### src/rtl/autocorr_pkg.sv
`default_nettype none
// ============================================================================
// Module      : autocorr_pkg
// Description : Shared FSM state type and width helpers for the autocorrelator.
// Revision    : 1.0 - initial release
// ============================================================================
package autocorr_pkg;

    typedef enum logic [0:0] {
        ST_ACCUM = 1'b0,
        ST_DRAIN = 1'b1
    } state_t;

    // Wide enough for FRAME_LEN products of the most negative sample squared.
    function automatic int acc_width(input int data_w, input int frame_len);
        return 2 * data_w + $clog2(frame_len);
    endfunction

    function automatic int idx_width(input int n);
        return (n > 1) ? $clog2(n) : 1;
    endfunction

endpackage
`default_nettype wire

### src/rtl/autocorr_mac.sv
`default_nettype none
// ============================================================================
// Module      : autocorr_mac
// Description : Signed multiply-accumulate for a single correlation lag.
// Revision    : 1.0 - initial release
// ============================================================================
module autocorr_mac
    import autocorr_pkg::*;
#(
    parameter int DATA_W = 4,
    parameter int ACC_W  = acc_width(4, 8)
) (
    input  logic                     clk,
    input  logic                     i_clr,
    input  logic                     i_en,
    input  logic signed [DATA_W-1:0] i_a,
    input  logic signed [DATA_W-1:0] i_b,
    output logic signed [ACC_W-1:0]  o_acc
);

    logic signed [2*DATA_W-1:0] w_prod;
    logic signed [ACC_W-1:0]    w_prod_ext;
    logic signed [ACC_W-1:0]    r_acc;

    assign w_prod     = i_a * i_b;
    assign w_prod_ext = ACC_W'(w_prod);

    always_ff @(posedge clk) begin
        if (i_clr) begin
            r_acc <= '0;
        end else if (i_en) begin
            r_acc <= r_acc + w_prod_ext;
        end
    end

    assign o_acc = r_acc;

endmodule
`default_nettype wire

### src/rtl/stream_autocorrelator.sv
`default_nettype none
// ============================================================================
// Module      : stream_autocorrelator
// Description : Per-frame autocorrelation over lags 0..MAX_LAG-1, drained
//               one lag per handshake on a valid/ready output stream.
// Revision    : 1.0 - initial release
// ============================================================================
module stream_autocorrelator
    import autocorr_pkg::*;
#(
    parameter int DATA_W    = 4,
    parameter int MAX_LAG   = 4,
    parameter int FRAME_LEN = 8
) (
    input  logic                                       clk,
    input  logic                                       rst,
    input  logic signed [DATA_W-1:0]                   in_data,
    input  logic                                       in_valid,
    output logic                                       in_ready,
    output logic signed [acc_width(DATA_W, FRAME_LEN)-1:0] out_data,
    output logic [idx_width(MAX_LAG)-1:0]              out_lag,
    output logic                                       out_valid,
    input  logic                                       out_ready,
    output logic                                       out_last
);

    localparam int ACC_W = acc_width(DATA_W, FRAME_LEN);
    localparam int LAG_W = idx_width(MAX_LAG);
    localparam int CNT_W = idx_width(FRAME_LEN);

    state_t                   r_state;
    state_t                   w_state_nxt;
    logic [CNT_W-1:0]         r_cnt;
    logic [LAG_W-1:0]         r_lag;
    logic                     w_accept;
    logic                     w_frame_end;
    logic                     w_is_last_lag;
    logic                     w_drain_done;
    logic                     w_clear;
    logic signed [DATA_W-1:0] w_tap [MAX_LAG];
    logic signed [ACC_W-1:0]  w_acc [MAX_LAG];
    logic signed [ACC_W-1:0]  w_sel;

    // Handshakes decode the registered state directly to keep the
    // output process free of combinational feedback.
    assign w_accept      = in_valid && (r_state == ST_ACCUM);
    assign w_frame_end   = w_accept && (r_cnt == CNT_W'(FRAME_LEN - 1));
    assign w_is_last_lag = (r_lag == LAG_W'(MAX_LAG - 1));
    assign w_drain_done  = (r_state == ST_DRAIN) && out_ready && w_is_last_lag;
    assign w_clear       = rst || w_drain_done;

    always_ff @(posedge clk) begin
        if (rst) begin
            r_state <= ST_ACCUM;
        end else begin
            r_state <= w_state_nxt;
        end
    end

    always_comb begin
        w_state_nxt = r_state;
        in_ready    = 1'b0;
        out_valid   = 1'b0;
        out_last    = 1'b0;
        out_data    = '0;
        case (r_state)
            ST_ACCUM: begin
                in_ready = 1'b1;
                if (w_frame_end) begin
                    w_state_nxt = ST_DRAIN;
                end
            end
            ST_DRAIN: begin
                out_valid = 1'b1;
                out_data  = w_sel;
                out_last  = w_is_last_lag;
                if (out_ready && w_is_last_lag) begin
                    w_state_nxt = ST_ACCUM;
                end
            end
            default: w_state_nxt = ST_ACCUM;
        endcase
    end

    always_ff @(posedge clk) begin
        if (w_clear) begin
            r_cnt <= '0;
            r_lag <= '0;
        end else begin
            if (w_frame_end) begin
                r_cnt <= '0;
            end else if (w_accept) begin
                r_cnt <= r_cnt + 1'b1;
            end
            if ((r_state == ST_DRAIN) && out_ready) begin
                r_lag <= r_lag + 1'b1;
            end
        end
    end

    assign out_lag = r_lag;

    always_comb begin
        w_sel = '0;
        for (int i = 0; i < MAX_LAG; i++) begin
            if (r_lag == LAG_W'(i)) begin
                w_sel = w_acc[i];
            end
        end
    end

    // Tap k is x[n-k]; the delay line is zeroed per frame so early taps read 0.
    assign w_tap[0] = in_data;

    if (MAX_LAG > 1) begin : g_hist
        logic signed [DATA_W-1:0] r_hist [MAX_LAG-1];

        always_ff @(posedge clk) begin
            if (w_clear) begin
                for (int i = 0; i < MAX_LAG - 1; i++) begin
                    r_hist[i] <= '0;
                end
            end else if (w_accept) begin
                r_hist[0] <= in_data;
                for (int i = 1; i < MAX_LAG - 1; i++) begin
                    r_hist[i] <= r_hist[i-1];
                end
            end
        end

        for (genvar k = 1; k < MAX_LAG; k++) begin : g_tap
            assign w_tap[k] = r_hist[k-1];
        end
    end

    for (genvar k = 0; k < MAX_LAG; k++) begin : g_lag
        autocorr_mac #(
            .DATA_W (DATA_W),
            .ACC_W  (ACC_W)
        ) u_mac (
            .clk   (clk),
            .i_clr (w_clear),
            .i_en  (w_accept),
            .i_a   (in_data),
            .i_b   (w_tap[k]),
            .o_acc (w_acc[k])
        );
    end

endmodule
`default_nettype wire

### config.mk
export PLATFORM = sky130hd
export DESIGN_NAME = stream_autocorrelator
export DESIGN_NICKNAME = d
export VERILOG_FILES = /design/src/rtl/autocorr_pkg.sv /design/src/rtl/autocorr_mac.sv /design/src/rtl/stream_autocorrelator.sv
export SDC_FILE = /design/constraint.sdc
export NUM_CORES = 1
export LEC_CHECK = 0
export ABC_AREA = 1
export BUFFER_PORTS_ARGS = -buffer_cell sky130_fd_sc_hd__buf_2
export CAP_MARGIN = 15
export CORE_UTILIZATION = 65
export CTS_BUF_LIST = sky130_fd_sc_hd__clkbuf_8
export DETAILED_ROUTE_END_ITERATION = 6
export HOLD_SLACK_MARGIN = 0.06
export PLACE_DENSITY_LB_ADDON = 0.1
export SYNTH_ARGS = -nofsm -noshare
export SYNTH_HDL_FRONTEND = slang
export SYNTH_SLANG_ARGS = --single-unit
### constraint.sdc
create_clock -name clk -period 4.49 [get_ports clk]
set_input_delay 0 -clock clk [delete_from_list [all_inputs] [get_ports clk]]
set_output_delay 0 -clock clk [all_outputs]
set_load 0.02 [all_outputs]
==> results.toml <==
[logic_synthesis]
ys_seq_area_share_pct = 18.31
yosys.area.top_type_share_pct = 19.65
syn_nets = 1195
synth-edff-count = 12
postSynthCellCount = 1012
async_flop_share_pct = 0
synth-seq-cells = 62
synth_flop_cell = "dfxtp_1"
synth.most_common_cell = "inv_1"
synth.cell_area_mm2 = 0.007436
syn_avg_cell_area_um2 = 7.348
ys_warn_count = 0
synthTopCellsByArea = "fa_1 20%, ha_1 17%, inv_1 14%"
synth_cell_types = 31
yosys.area.top_type = "fa_1"
synth.top_cells.by_count = "276 x inv_1, 237 x nand2_1, 102 x ha_1"

[finish]
seqCellArea_mm2 = 0.001361
multi_input_area_mm2 = 0.004908
final_util_pct = 71.37
antenna_cells = 0
drive_above_1_share_pct = 4.651
nets = 1210
area_delta_synth_final_pct = 5.418
fill_cells = 923

[power_and_ir_drop]
ir_worst_vdd_mv = 0.3247
power_density_mw_per_mm2 = 368.7
leakage_nw = 4.599

[critical_path]
critPathLaunchType = "flip-flop"
criticalPathCategory = "flip-flop to flip-flop"
crit_arrival_ns = 3.77
worst-path-buf-inv = 4
r2r_cells = 16
ff2ff_setup_slack_ns = 0.98
r2r_start = "g_hist.r_hist[0][7]$_SDFFCE_PN0P_"
endpoint_kind = "flip-flop"
critical-path-top-delay-family = "adder cells"
r2r-end = "g_lag[2].u_mac.o_acc[9]$_SDFFE_PP0P_"
crit_fanout = 6
required_ns = 4.75
cp_common_cell = "inv_1"
critPathMaxStageDelay_ns = 0.55
worst_path_max_delay_cell = "fa_1"
crit_chain = "inv_1 -> nor2_1 -> fa_1 -> fa_1 -> inv_1 -> fa_1 -> inv_1 -> ha_1 -> nand2_1 -> inv_1 -> nor2_1 -> nand2_1 -> nand3_1 -> nand3b_1 -> nand3_1 -> nand2_1"

[routing]
drt_first_pass_iters = 5
routed_wl_um = 15980
final_antenna_net_count = 0
dr_total_vias = 6094
drtIter0Drc = 328
drc_errors = 0
vias_per_cell = 5.200
wire_per_inst_um = 13.63

[sta]
finalClockSkew_ns = 0.01203
setup_viol = 0
tightestPinTransition_ns = 0.6322
grt_setup_unrepaired = "no"
tns_ns = 0
finalHoldViolCount = 0
finalCritPeriodShare_pct = 78.15
report.final.slew_viol_count = 0
fmax_ghz = 0.2850
post-route-min-period_ns = 3.509
max-slew-margin-rel_pct = 57.85

[floorplan]
dieArea_mm2 = 0.01187
die_x_um = 109.0
ioPinCount = 24
initial_core_util_pct = 67.70
core_mm2 = 0.01098
rows = 38
die_y_um = 109.0

[placement]
io_buffers = 23
dp_hpwl_um = 12660
gp_congestion = 0.8631

[min_path]
holdPathStages = 3
holdPathEnd = "g_hist.r_hist[0][1]$_SDFFCE_PN0P_"
hold_start = "in_data[1]"
hold_path_class = "primary input to flip-flop"

[clock_network]
clk_latency_ns = 0.38
clk_path_buf_depth = 2
numCtsBuffers = 9
ctsResizeCount = 0
cts_tree = "built"
cts_max_level = 3
cts_sinks = 62
cts_root_buffer = "clkbuf_8"
clk_pin_slew_worst_paths_ns = 0.08

[grt]
grt-ovfl-total = 0
antenna_found_initial = 0
grtUsageTotal_pct = 29.96
grt_first_pass_wirelength_um = 26930
grt_max_degree = 37
grt_pass1_vias = 5783

[flow_run]
drv_cap = 0

[status]
outcome = "completed"
==> how the worst max path moves through the flow <==
stage / start / to / slack (ns) / depth (start not counted)
finish: g_hist.r_hist[0][7]$_SDFFCE_PN0P_ / g_lag[2].u_mac.o_acc[9]$_SDFFE_PP0P_ / 0.98 / 16
global route: g_hist.r_hist[0][4]$_SDFFCE_PN0P_ / g_lag[2].u_mac.o_acc[10]$_SDFFE_PP0P_ / 0.72 / 16
CTS: g_hist.r_hist[0][7]$_SDFFCE_PN0P_ / g_lag[2].u_mac.o_acc[9]$_SDFFE_PP0P_ / 0.96 / 16
detailed placement: g_hist.r_hist[0][4]$_SDFFCE_PN0P_ / g_lag[2].u_mac.o_acc[10]$_SDFFE_PP0P_ / 0.98 / 16
global placement: in_data[3] / g_lag[0].u_mac.o_acc[10]$_SDFFE_PP0P_ / 1.01 / 17
floorplan: g_hist.r_hist[0][4]$_SDFFCE_PN0P_ / g_lag[2].u_mac.o_acc[10]$_SDFFE_PP0P_ / 1.17 / 16
==> state kept, by name (all words and copies together), names as in the netlist <==
name and flops:
g_hist.r_hist 12, g_lag.u_mac.o_acc 44, out_lag 2, r_cnt 3
r_state 1
==> logic make-up after synthesis <==
group	share of synthesized area [%]
compound gates	10.08
buf+inv	15.68
simple gates	18.05
fa+ha+maj	36.82
xor+xnor	1.060
flops	18.31
==> final cells by class <==
class	instances	share of cell area (%)
tap	140	2.235
inverter	280	13.44
sequential	62	17.37
timing repair buffer	28	2.075
multi-input combinational	646	62.62
clock inverter	5	0.3352
clock buffer	11	1.931
==> layer usage <==
metal | vias to the layer above | part of all wire, % | track usage [%]
li1 | 3101 | - | -
met1 | 2815 | 46 | 38.33
met5 | - | 0 | 0
met2 | 143 | 47 | 51.26
met3 | 35 | 4.9 | 4.423
met4 | 0 | 2.7 | 10.91
==> stage by stage <==
step	instances	hold slack [ns]	setup WS, ns	total power, mW	cell area, µm²
2_1_floorplan	1012	0.06907	1.172	2.046	7436
3_3_place_gp	1152	0.1754	1.008	2.375	7621
3_5_place_dp	1152	0.1748	0.9815	2.413	7621
4_1_cts	1172	0.1627	0.9630	2.900	7839
5_1_grt	1172	0.1953	0.7170	3.210	7839
6_report	1172	0.1811	0.9810	2.890	7839
==> worst min-delay path, stage by stage <==
cell and delay, ns:
buf_2 0.24, inv_1 0.10, nor2_1 0.04
==> layout by cell type, fill, tap and decap left out, drive strengths merged, types with 11 or more instances in the layout <==
cell | Yosys | layout
clkbuf | 14 | 11
nand3 | 38 | 38
dfxtp | 50 | 50
ha | 102 | 102
buf | 10 | 24
inv | 280 | 283
a21oi | 46 | 46
edfxtp | 12 | 12
nor2 | 39 | 39
o21ai | 62 | 62
fa | 73 | 73
nand2 | 239 | 239
==> where the power goes <==
group	leakage, nW	switching (mW)	internal (mW)
Clock	0.0983	0.250	0.226
Combinational	3.96	0.990	0.628
Sequential	0.544	0.122	0.675
Total	4.60	1.36	1.53
==> repair_timing <==
action / 4_1_cts / 5_1_grt
endpoints found under the hold margin: 6 / 0
endpoints found under the setup margin: 0 / 0
hold buffers: 4 / 0
buffers inserted: 0 / 0
(Power assumes the default switching activity.)
